<file path="src/rtl/pipeline_ctrl_if.sv">
// Hazard inputs and per-stage hold/bubble controls exchanged between the
// pipeline datapath (master) and the stall/flush controller (slave).
interface pipeline_ctrl_if #(
    parameter int CNT_W = 16
);
    logic             load_use;
    logic             ex_jump;
    logic             mem_req;
    logic             mem_ack;
    logic             pc_stall;
    logic             if_id_stall;
    logic             id_ex_stall;
    logic             ex_mem_stall;
    logic             mem_wb_stall;
    logic             if_id_flush;
    logic             id_ex_flush;
    logic             suspend_finish;
    logic             bus_err;
    logic [CNT_W-1:0] stall_cnt;

    modport master (
        output load_use, ex_jump, mem_req, mem_ack,
        input  pc_stall, if_id_stall, id_ex_stall, ex_mem_stall, mem_wb_stall,
        input  if_id_flush, id_ex_flush, suspend_finish, bus_err, stall_cnt
    );

    modport slave (
        input  load_use, ex_jump, mem_req, mem_ack,
        output pc_stall, if_id_stall, id_ex_stall, ex_mem_stall, mem_wb_stall,
        output if_id_flush, id_ex_flush, suspend_finish, bus_err, stall_cnt
    );
endinterface

</file>
<file path="src/rtl/pipeline_ctrl.sv">
// Central stall/flush controller: memory suspension FSM with watchdog,
// jump and Load-Use hazard resolution, and a saturating stall counter.
module pipeline_ctrl #(
    parameter int TIMEOUT = 16,
    parameter int CNT_W   = 16
) (
    input  logic          cpu_clk,
    input  logic          cpu_rst,
    pipeline_ctrl_if.slave ctl
);
    localparam int WAIT_W = (TIMEOUT > 1) ? $clog2(TIMEOUT) : 1;

    typedef enum logic [1:0] {
        ST_IDLE,
        ST_WAIT,
        ST_ERR
    } state_t;

    state_t            state;
    state_t            next_state;
    logic [WAIT_W-1:0] wait_cnt;
    logic              suspend;
    logic              wait_expired;
    logic              pc_stall;
    logic              if_id_stall;
    logic              id_ex_stall;
    logic              ex_mem_stall;
    logic              mem_wb_stall;
    logic              if_id_flush;
    logic              id_ex_flush;
    logic              suspend_finish;
    logic              bus_err;
    logic [CNT_W-1:0]  stall_cnt;

    always_ff @(posedge cpu_clk or posedge cpu_rst) begin
        if (cpu_rst) begin
            state <= ST_IDLE;
        end else begin
            state <= next_state;
        end
    end

    assign wait_expired = (wait_cnt == WAIT_W'(TIMEOUT - 1));

    always_comb begin
        next_state   = state;
        suspend      = 1'b0;
        pc_stall     = 1'b0;
        if_id_stall  = 1'b0;
        id_ex_stall  = 1'b0;
        ex_mem_stall = 1'b0;
        mem_wb_stall = 1'b0;
        if_id_flush  = 1'b0;
        id_ex_flush  = 1'b0;

        case (state)
            ST_IDLE: begin
                if (ctl.mem_req && !ctl.mem_ack) begin
                    next_state = ST_WAIT;
                    suspend    = 1'b1;
                end
            end
            ST_WAIT: begin
                if (ctl.mem_ack) begin
                    next_state = ST_IDLE;
                end else begin
                    suspend = 1'b1;
                    if (wait_expired) begin
                        next_state = ST_ERR;
                    end
                end
            end
            ST_ERR: begin
                suspend = 1'b1;
            end
            default: begin
                next_state = ST_IDLE;
            end
        endcase

        // A suspension freezes every stage; jump and Load-Use stay asserted
        // by the frozen stages and are resolved once the bus releases.
        if (!cpu_rst) begin
            if (suspend) begin
                pc_stall     = 1'b1;
                if_id_stall  = 1'b1;
                id_ex_stall  = 1'b1;
                ex_mem_stall = 1'b1;
                mem_wb_stall = 1'b1;
            end else if (ctl.ex_jump) begin
                if_id_flush = 1'b1;
                id_ex_flush = 1'b1;
            end else if (ctl.load_use) begin
                pc_stall    = 1'b1;
                if_id_stall = 1'b1;
                id_ex_flush = 1'b1;
            end
        end
    end

    always_ff @(posedge cpu_clk or posedge cpu_rst) begin
        if (cpu_rst) begin
            wait_cnt       <= '0;
            suspend_finish <= 1'b0;
            bus_err        <= 1'b0;
            stall_cnt      <= '0;
        end else begin
            if (state == ST_IDLE) begin
                wait_cnt <= '0;
            end else if (state == ST_WAIT && !ctl.mem_ack) begin
                wait_cnt <= wait_cnt + WAIT_W'(1);
            end

            suspend_finish <= (state == ST_WAIT) && ctl.mem_ack;

            if (state == ST_WAIT && next_state == ST_ERR) begin
                bus_err <= 1'b1;
            end

            if (pc_stall && (stall_cnt != {CNT_W{1'b1}})) begin
                stall_cnt <= stall_cnt + CNT_W'(1);
            end
        end
    end

    assign ctl.pc_stall       = pc_stall;
    assign ctl.if_id_stall    = if_id_stall;
    assign ctl.id_ex_stall    = id_ex_stall;
    assign ctl.ex_mem_stall   = ex_mem_stall;
    assign ctl.mem_wb_stall   = mem_wb_stall;
    assign ctl.if_id_flush    = if_id_flush;
    assign ctl.id_ex_flush    = id_ex_flush;
    assign ctl.suspend_finish = suspend_finish;
    assign ctl.bus_err        = bus_err;
    assign ctl.stall_cnt      = stall_cnt;
endmodule

</file>
<file path="src/flat_wrapper.sv">
// flat-port wrapper written by rule: the top's interface ports become plain ports
module pipeline_ctrl_flat 
#(
    parameter int TIMEOUT = 16,
    parameter int CNT_W   = 16
)
  (cpu_clk, cpu_rst, ctl_load_use, ctl_ex_jump, ctl_mem_req, ctl_mem_ack, ctl_pc_stall, ctl_if_id_stall, ctl_id_ex_stall, ctl_ex_mem_stall, ctl_mem_wb_stall, ctl_if_id_flush, ctl_id_ex_flush, ctl_suspend_finish, ctl_bus_err, ctl_stall_cnt);
  pipeline_ctrl_if #(.CNT_W(CNT_W)) ctl_i ();
  input  logic cpu_clk;
  input  logic cpu_rst;
  input wire logic [$bits(ctl_i.load_use)-1:0] ctl_load_use;
  input wire logic [$bits(ctl_i.ex_jump)-1:0] ctl_ex_jump;
  input wire logic [$bits(ctl_i.mem_req)-1:0] ctl_mem_req;
  input wire logic [$bits(ctl_i.mem_ack)-1:0] ctl_mem_ack;
  output wire logic [$bits(ctl_i.pc_stall)-1:0] ctl_pc_stall;
  output wire logic [$bits(ctl_i.if_id_stall)-1:0] ctl_if_id_stall;
  output wire logic [$bits(ctl_i.id_ex_stall)-1:0] ctl_id_ex_stall;
  output wire logic [$bits(ctl_i.ex_mem_stall)-1:0] ctl_ex_mem_stall;
  output wire logic [$bits(ctl_i.mem_wb_stall)-1:0] ctl_mem_wb_stall;
  output wire logic [$bits(ctl_i.if_id_flush)-1:0] ctl_if_id_flush;
  output wire logic [$bits(ctl_i.id_ex_flush)-1:0] ctl_id_ex_flush;
  output wire logic [$bits(ctl_i.suspend_finish)-1:0] ctl_suspend_finish;
  output wire logic [$bits(ctl_i.bus_err)-1:0] ctl_bus_err;
  output wire logic [$bits(ctl_i.stall_cnt)-1:0] ctl_stall_cnt;
  assign ctl_i.load_use = ctl_load_use;
  assign ctl_i.ex_jump = ctl_ex_jump;
  assign ctl_i.mem_req = ctl_mem_req;
  assign ctl_i.mem_ack = ctl_mem_ack;
  assign ctl_pc_stall = ctl_i.pc_stall;
  assign ctl_if_id_stall = ctl_i.if_id_stall;
  assign ctl_id_ex_stall = ctl_i.id_ex_stall;
  assign ctl_ex_mem_stall = ctl_i.ex_mem_stall;
  assign ctl_mem_wb_stall = ctl_i.mem_wb_stall;
  assign ctl_if_id_flush = ctl_i.if_id_flush;
  assign ctl_id_ex_flush = ctl_i.id_ex_flush;
  assign ctl_suspend_finish = ctl_i.suspend_finish;
  assign ctl_bus_err = ctl_i.bus_err;
  assign ctl_stall_cnt = ctl_i.stall_cnt;
  pipeline_ctrl #(.TIMEOUT(TIMEOUT), .CNT_W(CNT_W)) u_core (.cpu_clk(cpu_clk), .cpu_rst(cpu_rst), .ctl(ctl_i));
endmodule
</file>
<file path="config.mk">
export PLATFORM = sky130hd
export DESIGN_NAME = pipeline_ctrl_flat
export DESIGN_NICKNAME = d
export VERILOG_FILES = /design/src/rtl/pipeline_ctrl_if.sv /design/src/rtl/pipeline_ctrl.sv /design/src/flat_wrapper.sv
export SDC_FILE = /design/constraint.sdc
export NUM_CORES = 1
export LEC_CHECK = 0
export BUFFER_PORTS_ARGS = -buffer_cell sky130_fd_sc_hd__buf_4
export CAP_MARGIN = 15
export CORE_ASPECT_RATIO = 1.75
export CORE_MARGIN = 2
export CORE_UTILIZATION = 47
export DETAILED_ROUTE_END_ITERATION = 6
export GPL_ROUTABILITY_DRIVEN = 0
export PLACE_DENSITY = 0.68
export SYNTH_ARGS = -nofsm -noshare
export SYNTH_HDL_FRONTEND = slang
export SYNTH_SLANG_ARGS = --single-unit
</file>
<file path="constraint.sdc">
create_clock -name cpu_clk -period 2.65 [get_ports cpu_clk]
set_clock_uncertainty 0.2 [all_clocks]
set_input_delay 0 -clock cpu_clk [delete_from_list [all_inputs] [get_ports cpu_clk]]
set_output_delay 0 -clock cpu_clk [all_outputs]
set_load 0.02 [all_outputs]
</file>
[Word-level counts from Yosys, hierarchy flattened]
Index checks and enable logic that the tools add are counted.
Storage, ports and cells
  register bits after elaboration: 24
  bits of input ports: 6
  logic and storage cells: 41
Cells by class
  add/sub/neg operators: 2
  eq/ne operators: 5
  multiplexer cells: 21
  reductions and logical operators: 8
Operators with widths (count)
  adder 16 x 1 -> 16 bit, second input constant: 1
  != test 16 bit, second input constant: 1
  2-to-1 mux 1 bit: 14
  2-to-1 mux 4 bit: 2
  2-to-1 mux 2 bit: 3
  case mux 2 bit (3 select lines): 1
  logical AND 1 bit: 5
  adder 4 x 1 -> 4 bit, second input constant: 1
  == test 2 bit, second input constant: 2
  == test 4 bit, second input constant: 1
  case mux 1 bit (3 select lines): 1
  == test 2 x 1 -> 1 bit, second input constant: 1
  logical NOT 2 bit: 1
  nonzero test 2 bit: 1
  logical NOT 1 bit: 1

[Depth between registers and ports, before layout]
  depth in word-level cells: 7
  gate-level depth with buffers: 7

[Worst setup path after synthesis]
No wires, ideal clock.
  kind: reg-to-reg
  start point: reg u_core.stall_cnt[0] (netlist: u_core.ctl.stall_cnt[0])
  end point: reg u_core.stall_cnt[12] (netlist: u_core.ctl.stall_cnt[12])
  data arrival time: 1798 ps
  required time: 2319 ps
  path slack: 521 ps
  stages on the path, launching flop included: 7
  path buffers: 0
  clock period less this slack: 2129 ps
  cells stage by stage: dfrtp_1 > ha_1 > nand4_1 > nor3_2 > nor3b_1 > nand4_1 > xnor2_1
Between the ends
  longest elaborated chain between the ends: 2
  elaborated cells between the ends (all ways): 3
  classes of those cells: 1 x add/sub; 1 x eq/ne; 1 x reduce/logical
RTL lines
  start: declaration: RTL line pipeline_ctrl.sv:33  | logic [CNT_W-1:0] stall_cnt;
  start signal: assignment: RTL line pipeline_ctrl.sv:121  | stall_cnt <= stall_cnt + CNT_W'(1);
  parallel branches: the longest is 2 deep, another holds adder 16 x 1 -> 16 bit
Parallel ways; which one is timed is not known.
A chain may end at the register's enable or synchronous reset.

[Final worst setup path]
Ends and elaborated chain as after synthesis.

==> metrics.cfg <==
[power]
power.density_mw_per_mm2 = 642
finalPower_uw = 1000
clock_power_share = 0.242
p_leak_uw = 0.000742
ir_worst_vdd_mv = 0.470
combPwrFrac = 0.256
p_sw_uw = 333
switching_share = 0.332
p_seq_frac = 0.502
cell_internal_pwr_uw = 671

[job]
cap_viol_max_count = 0

[place]
portBuffers = 30
dpl.hpwl_mm = 2.01

[setup_path]
cpMostUsedCell = nand4_1
r2r_slack_ns = 0.47
r2r_start = u_core.ctl.stall_cnt[0]$_DFFE_PP0P_
path_class = flip-flop to flip-flop
crit_slowest_cell = dfrtp_1
critPathTopFamily = simple AND/OR/NAND/NOR gates
endpoint_kind = flip-flop
arrival_ns = 2.13
start_kind = flip-flop
required_ns = 2.60
cp_cell_sequence = ha_1 > nand4_1 > nor3_2 > nor3b_1 > nand4_1 > xnor2_1
reg2regPathDepth = 6
cpPeakStageDelay_ns = 0.47
critPathBufInv = 0
cp_max_fo = 5
worstReg2RegEnd = u_core.ctl.stall_cnt[12]$_DFFE_PP0P_

[clock_tree]
tritoncts = built
root_buffer = clkbuf_8
holdBufCountCts = 3
cts.sinks = 24
cts_made_buffers = 3
h-tree-depth = 1
clk_path_buf_depth = 2
clk_pin_slew_ns = 0.08
insertion_delay_ns = 0.26
cts_setup_buffers = 0
cts-resized-gates = 0

[final_layout]
drive_above_1_share = 0.308
layout_common_cells = 31 x buf_4, 24 x dfrtp_1, 14 x xnor2_1, 12 x nand2_1
final_util = 0.595
mostFrequentLayoutCell = buf_4
nNetsFinal = 155
n_antenna_cell = 0
areaGrowthSynthToFinish_pct = 22.9

[sta]
worst_pin_slew_ns = 0.906
fmax_ghz = 0.459
finalMaxSlewViolations = 0
period_minus_slack_ns = 2.18
rsz0062_at_grt = no
tns_ns = 0
finalSetupViolations = 0
hold_viol = 0
post-route-period-util = 0.823
hold_ws_ns = 0.188
max_slew_margin = 0.395

[worst_hold_path]
hp-class = input port to output pin
worst_hold_path.endpoint = ctl_id_ex_flush
holdCritStartpoint = ctl_load_use
holdPathStages = 4

[routing]
top_layer_used = met4
wl_met2_mm = 1.47
routed_wl_mm = 2.65
via_per_inst = 5.63
drc = 0
ant_nets = 0
first_iter_violations = 38
wl_met3_um = 107
dr_total_vias = 974
wl_per_cell_um = 15.3
m1WireLength_mm = 1.02
dr.pass1.iters = 4

[synthesis]
avgSynthCellArea_um2 = 11.1
synth_cell_type_count = 31
syn_area_mm2 = 0.00127
ys_ff_latch = 24
ys_seq_area_frac = 0.472
synth_area_leader_cell = dfrtp_1
synth.top_cell.area_share = 0.472
synth_warnings = 0
synth_fp_nets = 123
synth_cells = 115
yosys-top-cells-area = dfrtp_1 47%, xnor2_1 9.6%, nand2_1 3.5%, a22o_1 3.4%, buf_4 2.9%

[floorplanning]
num_rows = 25
initial_core_util = 0.484
core_mm2 = 0.00263
die_area_mm2 = 0.00316
die_w_um = 43.3
pin_count = 31
die_y_um = 72.8

[global_route]
grt_pass1_wl_mm = 4.56
grt_overflow = 0
track_usage = 0.189
grt_antenna_before_repair = 0
grt_pass1_vias = 997
grt_max_degree = 25

[run_status]
status = complete, no violations

-- per-stage QoR --
step / area [µm²] / cells / setup WS [ns]
finish: 1560 / 173 / 0.469
global route: 1560 / 173 / 0.311
CTS: 1560 / 173 / 0.461
detailed placement: 1480 / 166 / 0.504
global placement: 1480 / 166 / 0.591
floorplan: 1270 / 115 / 0.521
-- power by group through the flow --
stage          clock (µW)  sequential (µW)  combinational, µW
2_1_floorplan           0              528                135
3_3_place_gp            0              505                255
3_5_place_dp            0              511                257
4_1_cts               249              504                261
5_1_grt               264              513                275
6_report              243              504                258
-- how the worst max path moves through the flow --
stage / start / endpoint / slack, ns / depth (start not counted)
after global routing: u_core.ctl.stall_cnt[0]$_DFFE_PP0P_ / u_core.ctl.stall_cnt[12]$_DFFE_PP0P_ / 0.31 / 6
after CTS: u_core.ctl.stall_cnt[0]$_DFFE_PP0P_ / u_core.ctl.stall_cnt[12]$_DFFE_PP0P_ / 0.46 / 6
final: u_core.ctl.stall_cnt[0]$_DFFE_PP0P_ / u_core.ctl.stall_cnt[12]$_DFFE_PP0P_ / 0.47 / 6
after global placement: u_core.ctl.stall_cnt[0]$_DFFE_PP0P_ / u_core.ctl.stall_cnt[12]$_DFFE_PP0P_ / 0.59 / 6
after floorplan: u_core.ctl.stall_cnt[0]$_DFFE_PP0P_ / u_core.ctl.stall_cnt[12]$_DFFE_PP0P_ / 0.52 / 6
after detailed placement: u_core.ctl.stall_cnt[0]$_DFFE_PP0P_ / u_core.ctl.stall_cnt[12]$_DFFE_PP0P_ / 0.50 / 6
-- synthesized netlist by cell type (all sizes together) --
cell / n
dfrtp: 24
xnor2: 14
nand2: 12
nand4: 8
buf: 7
nand3: 6
nor2: 6
a22o: 5
nor3: 5
and4: 3
inv: 3
nand2b: 3
a21oi: 2
and3: 2
ha: 2
mux2: 2
nor3b: 2
o21ai: 2
a211oi: 1
a21o: 1
and3b: 1
nand3b: 1
nand4b: 1
o311a: 1
xor2: 1
-- kinds of logic after synthesis --
logic type | count (synthesis) | synth area share
AND/OR/NAND/NOR | 50 | 0.243
flip-flops | 24 | 0.472
XOR/XNOR | 15 | 0.103
AO/OA/AOI/OAI | 12 | 0.0885
buffers and inverters | 10 | 0.0560
multiplexers | 2 | 0.0177
adder cells (fa/ha/maj) | 2 | 0.0197
-- flip-flops by register name (all words and copies together), names as in the netlist --
signal and flops:
u_core.ctl.stall_cnt 16, u_core.wait_cnt 4, u_core.ctl.bus_err 1, u_core.state 2
u_core.ctl.suspend_finish 1
-- layer usage --
layer  GRT usage  up-vias
li1            -      465
met4      0.0741        0
met3      0.0248        6
met5           0        -
met2       0.345       29
met1       0.217      474
-- tightest hold or removal path: stages --
cell and delay (ns):
buf_4 0.11, nor2_1 0.08, nor3_1 0.05, buf_4 0.15
-- area by class of cell --
cell class                 count  area, µm²
timing repair buffer          34        263
clock buffer                   4       55.1
fill                         253       1060
tap                           27       33.8
sequential                    24        601
inverter                       3       11.3
multi-input combinational     81        601
(Power assumes the default switching activity.)
